**config.mk**
```make
export PLATFORM = sky130hd
export DESIGN_NAME = fifo_port_arbiter
export DESIGN_NICKNAME = d
export VERILOG_FILES = /design/src/rtl/fifo_port_arbiter.sv
export SDC_FILE = /design/constraint.sdc
export NUM_CORES = 1
export LEC_CHECK = 0
export CORE_MARGIN = 4
export CORE_UTILIZATION = 35
export CTS_CLUSTER_SIZE = 40
export DETAILED_ROUTE_END_ITERATION = 10
export PLACE_DENSITY = 0.74
export SYNTH_ARGS = -nofsm -noshare
export SYNTH_HDL_FRONTEND = slang
export SYNTH_SLANG_ARGS = --single-unit
```
**constraint.sdc**
```tcl
create_clock -name clk -period 1.65 [get_ports clk]
set_input_delay 0.33 -clock clk [delete_from_list [all_inputs] [get_ports clk]]
set_output_delay 0.33 -clock clk [all_outputs]
set_load 0.05 [all_outputs]
```
**src/rtl/fifo_port_arbiter.sv**
```systemverilog
// rtl/fifo_port_arbiter.sv - two-producer / two-consumer sequencer for a shared 8x4 FIFO
//
// Serialises FIFO accesses into single-cycle enq/deq pulses. Each pulse is
// followed by an idle cycle, because the FIFO's control is edge based.
// Producers and consumers are each arbitrated round-robin. When both an
// enqueue and a dequeue are eligible, the two directions take turns.
//
// Ports:
//   clk                 rising-edge clock
//   rst                 asynchronous active-low reset
//   req_enq[1:0]        producer requests, held until the matching ack_enq
//   din0, din1          producer data, stable while its request is high
//   ack_enq[1:0]        one-cycle pulse while that producer's data is written
//   req_deq[1:0]        consumer requests, held until the matching dvalid
//   dout                registered dequeued data
//   dvalid[1:0]         one-cycle pulse marking dout for that consumer
//   fifo_enq, fifo_deq  FIFO control pulses
//   fifo_in             FIFO write data
//   fifo_out            FIFO head data (combinational, valid when !fifo_emp)
//   fifo_emp, fifo_full FIFO status flags
//   busy                high in every state except IDLE

module fifo_port_arbiter #(
    parameter int DW = 4
) (
    input  logic          clk,
    input  logic          rst,
    input  logic [1:0]    req_enq,
    input  logic [DW-1:0] din0,
    input  logic [DW-1:0] din1,
    output logic [1:0]    ack_enq,
    input  logic [1:0]    req_deq,
    output logic [DW-1:0] dout,
    output logic [1:0]    dvalid,
    output logic          fifo_enq,
    output logic          fifo_deq,
    output logic [DW-1:0] fifo_in,
    input  logic [DW-1:0] fifo_out,
    input  logic          fifo_emp,
    input  logic          fifo_full,
    output logic          busy
);

    localparam logic [1:0] S_IDLE = 2'd0;
    localparam logic [1:0] S_ENQ  = 2'd1;
    localparam logic [1:0] S_DEQ  = 2'd2;
    localparam logic [1:0] S_GAP  = 2'd3;

    localparam logic OP_DEQ = 1'b0;
    localparam logic OP_ENQ = 1'b1;

    logic [1:0]    state;
    logic [1:0]    state_nxt;
    logic          last_op;
    logic          rr_e;
    logic          rr_d;
    logic          sel_e;
    logic          sel_d;
    logic [DW-1:0] fifo_in_q;
    logic [DW-1:0] dout_q;
    logic [1:0]    dvalid_q;

    logic          ev;
    logic          dv;
    logic          go_enq;
    logic          go_deq;
    logic          pick_e;
    logic          pick_d;

    // Flags are only looked at in IDLE. This block is the FIFO's only
    // accessor, so they have settled by the time the GAP cycle has passed.
    assign ev = (|req_enq) & ~fifo_full;
    assign dv = (|req_deq) & ~fifo_emp;

    // When both directions are eligible, the direction not used last time wins.
    assign go_enq = ev & (~dv | (last_op == OP_DEQ));
    assign go_deq = dv & ~go_enq;

    // The round-robin pointer only matters when both sides request.
    // Otherwise the single requester wins.
    assign pick_e = (req_enq == 2'b11) ? rr_e : req_enq[1];
    assign pick_d = (req_deq == 2'b11) ? rr_d : req_deq[1];

    always_comb begin
        state_nxt = state;
        case (state)
            S_IDLE: begin
                if (go_enq) begin
                    state_nxt = S_ENQ;
                end else if (go_deq) begin
                    state_nxt = S_DEQ;
                end
            end
            S_ENQ:   state_nxt = S_GAP;
            S_DEQ:   state_nxt = S_GAP;
            S_GAP:   state_nxt = S_IDLE;
            default: state_nxt = S_IDLE;
        endcase
    end

    always_ff @(posedge clk or negedge rst) begin
        if (!rst) begin
            state <= S_IDLE;
        end else begin
            state <= state_nxt;
        end
    end

    // Grant bookkeeping happens on the edge that leaves IDLE. Write data is
    // captured there too, so fifo_in is already stable during the ENQ pulse.
    always_ff @(posedge clk or negedge rst) begin
        if (!rst) begin
            rr_e      <= 1'b0;
            rr_d      <= 1'b0;
            sel_e     <= 1'b0;
            sel_d     <= 1'b0;
            fifo_in_q <= '0;
        end else if (state == S_IDLE) begin
            if (go_enq) begin
                sel_e     <= pick_e;
                rr_e      <= ~pick_e;
                fifo_in_q <= pick_e ? din1 : din0;
            end else if (go_deq) begin
                sel_d <= pick_d;
                rr_d  <= ~pick_d;
            end
        end
    end

    always_ff @(posedge clk or negedge rst) begin
        if (!rst) begin
            last_op <= OP_DEQ;
        end else if (state == S_ENQ) begin
            last_op <= OP_ENQ;
        end else if (state == S_DEQ) begin
            last_op <= OP_DEQ;
        end
    end

    // The head is captured on the same edge on which the FIFO pops it.
    // dvalid is therefore high only during the GAP that follows a DEQ.
    always_ff @(posedge clk or negedge rst) begin
        if (!rst) begin
            dout_q   <= '0;
            dvalid_q <= 2'b00;
        end else if (state == S_DEQ) begin
            dout_q   <= fifo_out;
            dvalid_q <= sel_d ? 2'b10 : 2'b01;
        end else begin
            dvalid_q <= 2'b00;
        end
    end

    // Control pulses decode the state directly. A reset therefore drops
    // them immediately, even in the middle of a cycle.
    assign fifo_enq = (state == S_ENQ);
    assign fifo_deq = (state == S_DEQ);
    assign ack_enq  = fifo_enq ? (sel_e ? 2'b10 : 2'b01) : 2'b00;
    assign busy     = (state != S_IDLE);
    assign fifo_in  = fifo_in_q;
    assign dout     = dout_q;
    assign dvalid   = dvalid_q;

endmodule

```
==> impl_metrics.env, run 1 <==
export IMPL_vias_per_cell=4.66
export IMPL_worst_slack_ps=52.2
export IMPL_finalClockSkew_ps=1.26
export IMPL_numCtsBuffers=3
export IMPL_place_area_um2=1260
export IMPL_outcome="complete, no violations"
export IMPL_cts_tree="built"
export IMPL_yosysWarnings=0
export IMPL_synthCells=67
export IMPL_required_ps=1320
export IMPL_crit_type="reg2out"
export IMPL_start_util=0.387
export IMPL_timing_final_crit_share=0.968
export IMPL_synth_cell_types=18
export IMPL_yosysTopAreaCellShare=0.539
export IMPL_post_route_min_period_ps=1600
export IMPL_cts_path_max_buffers=2
export IMPL_core_um2=2040
export IMPL_drive_gt1_frac=0.397
export IMPL_final_nets=140
export IMPL_max_clock_freq_mhz=626
export IMPL_holdWs_ps=356
export IMPL_avgSynthCellArea_um2=11.8
export IMPL_clkTransAtPathRegs_ps=90
export IMPL_rows=16
export IMPL_synth_nets=90
export IMPL_instances_no_fill=143
export IMPL_drt_iter0_markers=12
export IMPL_cap_violations=0
export IMPL_ys_seq_area_frac=0.539
export IMPL_drv_slew=0
export IMPL_endpoint_kind="primary output"
export IMPL_ir_worst_vdd_mv=1.33
export IMPL_crit_arrival_ps=1270
export IMPL_overflow=0
export IMPL_vias=666
export IMPL_route_detailed_drc=0
export IMPL_grt_pass1_wl_mm=3.13
export IMPL_worst_pin_slew_ps=269
export IMPL_wirelength_mm=1.92
export IMPL_antenna_found_initial=0
export IMPL_rsz0062_at_grt="yes"
export IMPL_cts_sinks=17
export IMPL_hold_viol_final=0
export IMPL_wl_per_cell_um=13.4
export IMPL_clock_root_buffer="clkbuf_4"
export IMPL_diodes=0
export IMPL_place_ws_ps=-121
export IMPL_grt_pass1_vias=722
export IMPL_first_pass_iters=4
export IMPL_place_inst=137
export IMPL_total_power_mw=2.78
export IMPL_mostFrequentLayoutCells="buf_4, clkdlybuf4s50_1, dfrtp_1"
export IMPL_design_area_um2=1330
export IMPL_port_buffers=34
export IMPL_cts_max_level=1
export IMPL_cp_max_fo=4
export IMPL_grt_use_total=0.129
export IMPL_hp_class="in2async"
export IMPL_synth_area_um2=790
export IMPL_die_w_um=55.5
export IMPL_synth_seq_cells=17
export IMPL_die_y_um=55.5
export IMPL_leakage_nw=0.614
export IMPL_finalWeightedCongestion=0.699
export IMPL_ant_nets=0
export IMPL_grt_max_degree=18
export IMPL_areaGrowthSynthToFinish_pct=68.1
export IMPL_startpoint_type="flip-flop"
export IMPL_nFillCells=175
export IMPL_setup_viol=0
export IMPL_die_area_um2=3080
export IMPL_ys_top_cells_by_area="dfrtp_1, mux2_2, mux2i_1, ha_1, a21oi_1"
export IMPL_insertion_delay_ps=290
export IMPL_dp_hpwl_mm=1.49
export IMPL_relSlewSlack=0.820
export IMPL_layout_commonest_cell="buf_4"
export IMPL_ios=35
export IMPL_power_density_nw_per_um2=2100
export IMPL_synth_top_cell_by_area="dfrtp_1"
export IMPL_cts_hold_buf=0
through the flow:
stage,TNS [ps],utilization
floorplan,-109,-
global placement,-270,0.619
detailed placement,-550,0.619
CTS,-96.5,0.634
global route,-183,0.650
finish,0,0.650
synth_stat cells (all sizes together):
| library cell | number |
|---|---|
| mux2i | 5 |
| inv | 6 |
| a211oi | 1 |
| dfrtp | 17 |
| o21ba | 1 |
| ha | 3 |
| and2 | 2 |
| o31ai | 1 |
| nor2 | 5 |
| nand2 | 3 |
| mux2 | 7 |
| o21bai | 2 |
| o21ai | 6 |
| a21oi | 6 |
| nor2b | 2 |
worst max-delay path, cell delays in order (launching register included):
cell and delay (ps):
dfrtp_1 420, inv_2 70, ha_1 230, inv_2 110, buf_12 140
power by group:
part           leakage, nW  internal [mW]  switching (mW)  total, mW
Sequential           0.202          0.618           0.145      0.763
Combinational        0.394          0.774            1.03       1.80
Clock               0.0177         0.0902           0.129      0.219
Total                0.614           1.48            1.30       2.78
per-layer routing:
metal / global-route usage / vias up / share of wire
met5: 0 / - / 0
met4: 0.0729 / 0 / 0.023
met3: 0.0513 / 4 / 0.095
met2: 0.199 / 33 / 0.47
met1: 0.152 / 301 / 0.42
li1: - / 328 / -
kinds of logic (layout without fill, tap and decap cells):
logic type | count (synthesis) | count (layout) | synth area share
buf+inv | 6 | 55 | 0.0285
flops | 17 | 17 | 0.539
mux | 12 | 12 | 0.168
fa+ha+maj | 3 | 3 | 0.0475
compound gates | 17 | 17 | 0.147
simple gates | 12 | 12 | 0.0697
layout make-up:
cell class	count	area (um^2)	area share
repair buffers	45	452	0.340
flip-flops and latches	17	425	0.320
multi-input cells	44	367	0.276
well taps	27	33.8	0.0254
clock buffers	3	22.5	0.0170
inverters	6	22.5	0.0170
clock inverters	1	5.00	0.00377
registers in the layout (all words and copies together), names as in the netlist:
name     cells
rr_e         1
state        2
fifo_in      4
last_op      1
dvalid       2
sel_e        1
dout         4
rr_d         1
sel_d        1
final timing paths:
check                                           from                   end  slack, ps  cells after the start
worst min register to register     sel_d$_DFFE_PN0P_   dvalid[0]$_DFF_PN0_        460                      1
worst min-delay path                             rst      rr_d$_DFFE_PN0P_        360                      2
worst max-delay path            state[0]$_DFFE_PN0P_                  busy         50                      4
worst max register to register  state[0]$_DFFE_PN0P_     sel_e$_DFFE_PN0P_         60                      7
min in group clk                   sel_d$_DFFE_PN0P_   dvalid[0]$_DFF_PN0_        460                      1
max in group asynchronous                        rst  state[0]$_DFFE_PN0P_       1110                      2
repair_timing:
item,in CTS,in global routing
setup buffers,0,2
resized for setup,1,7
gates cloned,0,0
setup endpoints to repair,3,4
pin swaps,0,0
No activity file was read; power rests on OpenSTA's default activity.
==> run 2, diff against run 1 <==
--- a/config.mk
+++ b/config.mk
@@ -7,6 +7,7 @@
 export LEC_CHECK = 0
 export CORE_MARGIN = 4
 export CORE_UTILIZATION = 35
+export CTS_BUF_LIST = sky130_fd_sc_hd__clkbuf_16
 export CTS_CLUSTER_SIZE = 40
 export DETAILED_ROUTE_END_ITERATION = 10
 export PLACE_DENSITY = 0.74
==> run 2 against run 1 <==
Compared with the run above: sequential share of layout area shrank 0.48 points; wire length shrank 6.3%; setup slack lost 17 ps; register-to-register slack gained 170 ps; die area is the same; first-iteration DRC count grew 17%; fmax shrank 1.1%; via count shrank 0.90%; design area grew 1.5%; critical path depth is the same; sequential power shrank 2%.
==> impl_metrics.env, run 2 (synthesis gave the netlist of run 1 again) <==
export IMPL_drv_slew=0
export IMPL_outcome="complete, no violations"
export IMPL_port_buffers=34
export IMPL_rsz0062_at_grt="yes"
export IMPL_areaGrowthSynthToFinish_pct=70.7
export IMPL_crit_arrival_ps=1280
export IMPL_multiInputGateArea_um2=353
export IMPL_hp_class="in2async"
export IMPL_relSlewSlack=0.787
export IMPL_leakage_nw=0.628
export IMPL_drive_gt1_frac=0.360
export IMPL_vias=660
export IMPL_clock_root_buffer="clkbuf_16"
export IMPL_grt_use_total=0.125
export IMPL_p_sw_mw=1.28
export IMPL_startpoint_type="flip-flop"
export IMPL_grt_pass1_wl_mm=3.13
export IMPL_die_area_um2=3080
export IMPL_dp_hpwl_mm=1.49
export IMPL_final_nets=138
export IMPL_cts_tree="built"
export IMPL_clock_power_share=0.161
export IMPL_seqPwrFrac=0.254
export IMPL_final_util=0.660
export IMPL_ir_worst_vdd_mv=1.13
export IMPL_mostFrequentLayoutCells="clkdlybuf4s50_1, buf_4, dfrtp_1"
export IMPL_max_clock_freq_mhz=619
export IMPL_numCtsBuffers=3
export IMPL_ant_nets=0
export IMPL_cp_max_fo=4
export IMPL_cts_max_level=1
export IMPL_route_detailed_drc=0
export IMPL_first_pass_iters=4
export IMPL_timing_final_crit_share=0.979
export IMPL_p_int_mw=1.66
export IMPL_place_area_um2=1260
export IMPL_drt_iter0_markers=14
export IMPL_finalWeightedCongestion=0.699
export IMPL_clkTransAtPathRegs_ps=50
export IMPL_cts_hold_buf=0
export IMPL_post_route_min_period_ps=1610
export IMPL_power_density_nw_per_um2=2190
export IMPL_grt_max_degree=18
export IMPL_die_w_um=55.5
export IMPL_cts_sinks=17
export IMPL_nFillCells=171
export IMPL_overflow=0
export IMPL_design_area_um2=1350
export IMPL_die_y_um=55.5
export IMPL_finalClockSkew_ps=1.06
export IMPL_grt_pass1_vias=732
export IMPL_antenna_found_initial=0
export IMPL_start_util=0.387
export IMPL_p_comb_frac=0.585
export IMPL_ios=35
export IMPL_cts_path_max_buffers=2
export IMPL_crit_type="reg2out"
export IMPL_required_ps=1320
export IMPL_wl_per_cell_um=12.8
export IMPL_ff_latch_area_um2=425
export IMPL_rows=16
export IMPL_endpoint_kind="primary output"
export IMPL_wirelength_mm=1.80
export IMPL_cap_violations=0
export IMPL_netSwitchingFraction=0.436
export IMPL_setup_viol=0
export IMPL_core_um2=2040
export IMPL_insertion_delay_ps=240
export IMPL_diodes=0
export IMPL_vias_per_cell=4.68
export IMPL_hold_viol_final=0
export IMPL_reg2reg_slack_ps=230
export IMPL_worst_pin_slew_ps=320
==> run 2: cell types whose count changed in the layout (fill, tap and decap cells not counted), moves of 2 or more <==
cell       delta
inv_1         +2
clkbuf_4      -3
inv_2         -2
clkbuf_16     +3
==> run 2: power groups by stage <==
stage	clock [mW]	sequential, mW	combinational (mW)
5_1_grt	0.503	0.782	1.83
3_3_place_gp	0	0.750	1.70
4_1_cts	0.481	0.754	1.74
3_5_place_dp	0	0.753	1.73
2_1_floorplan	0	1.14	0.673
6_report	0.473	0.749	1.72
==> run 2: final timing paths <==
| check | start | depth (start not counted) | end |
|---|---|---|---|
| max in group asynchronous | rst | 2 | state[0]$_DFFE_PN0P_ |
| worst min register to register | sel_d$_DFFE_PN0P_ | 1 | dvalid[0]$_DFF_PN0_ |
| worst max-delay path | state[1]$_DFFE_PN0P_ | 4 | ack_enq[0] |
| worst min-delay path | rst | 2 | sel_d$_DFFE_PN0P_ |
| min in group clk | sel_d$_DFFE_PN0P_ | 1 | dvalid[0]$_DFF_PN0_ |
| worst max register to register | state[0]$_DFFE_PN0P_ | 6 | sel_e$_DFFE_PN0P_ |
==> run 2: per-layer routing <==
metal / GRT usage / vias to the layer above / wire (um)
met5: 0 / - / 0
met4: 0.0417 / 0 / 11
met3: 0.0443 / 2 / 180
met2: 0.209 / 31 / 833
met1: 0.148 / 305 / 774
li1: - / 322 / -
==> run 2: per-stage QoR <==
step / TNS [ps] / cells / power (mW) / hold WS [ps] / setup slack (ps)
after global placement: -270 / 137 / 2.45 / 441 / -55.2
after CTS: 0 / 141 / 2.97 / 426 / 22.0
after floorplan: -109 / 67 / 1.81 / 34.4 / -57.1
after detailed placement: -550 / 137 / 2.48 / 455 / -121
after global routing: -63.5 / 141 / 3.11 / 436 / -33.3
final: 0 / 141 / 2.95 / 414 / 35.1
==> run 2: area by class of cell <==
cell class,instances,area share
clock inverter,1,0.00371
timing repair buffer,43,0.321
tap,27,0.0251
multi-input combinational,44,0.262
clock buffer,3,0.0557
inverter,6,0.0167
sequential,17,0.316
==> run 2: critical path, stage by stage, from the launching register on <==
cell and delay [ps]:
dfrtp_1 390, inv_1 90, ha_2 230, nor2b_4 180
buf_12 140
==> run 2: timing repair <==
| item | in CTS | in global routing |
|---|---|---|
| setup endpoints to repair | 2 | 4 |
| setup buffers | 0 | 0 |
| resized for setup | 1 | 1 |
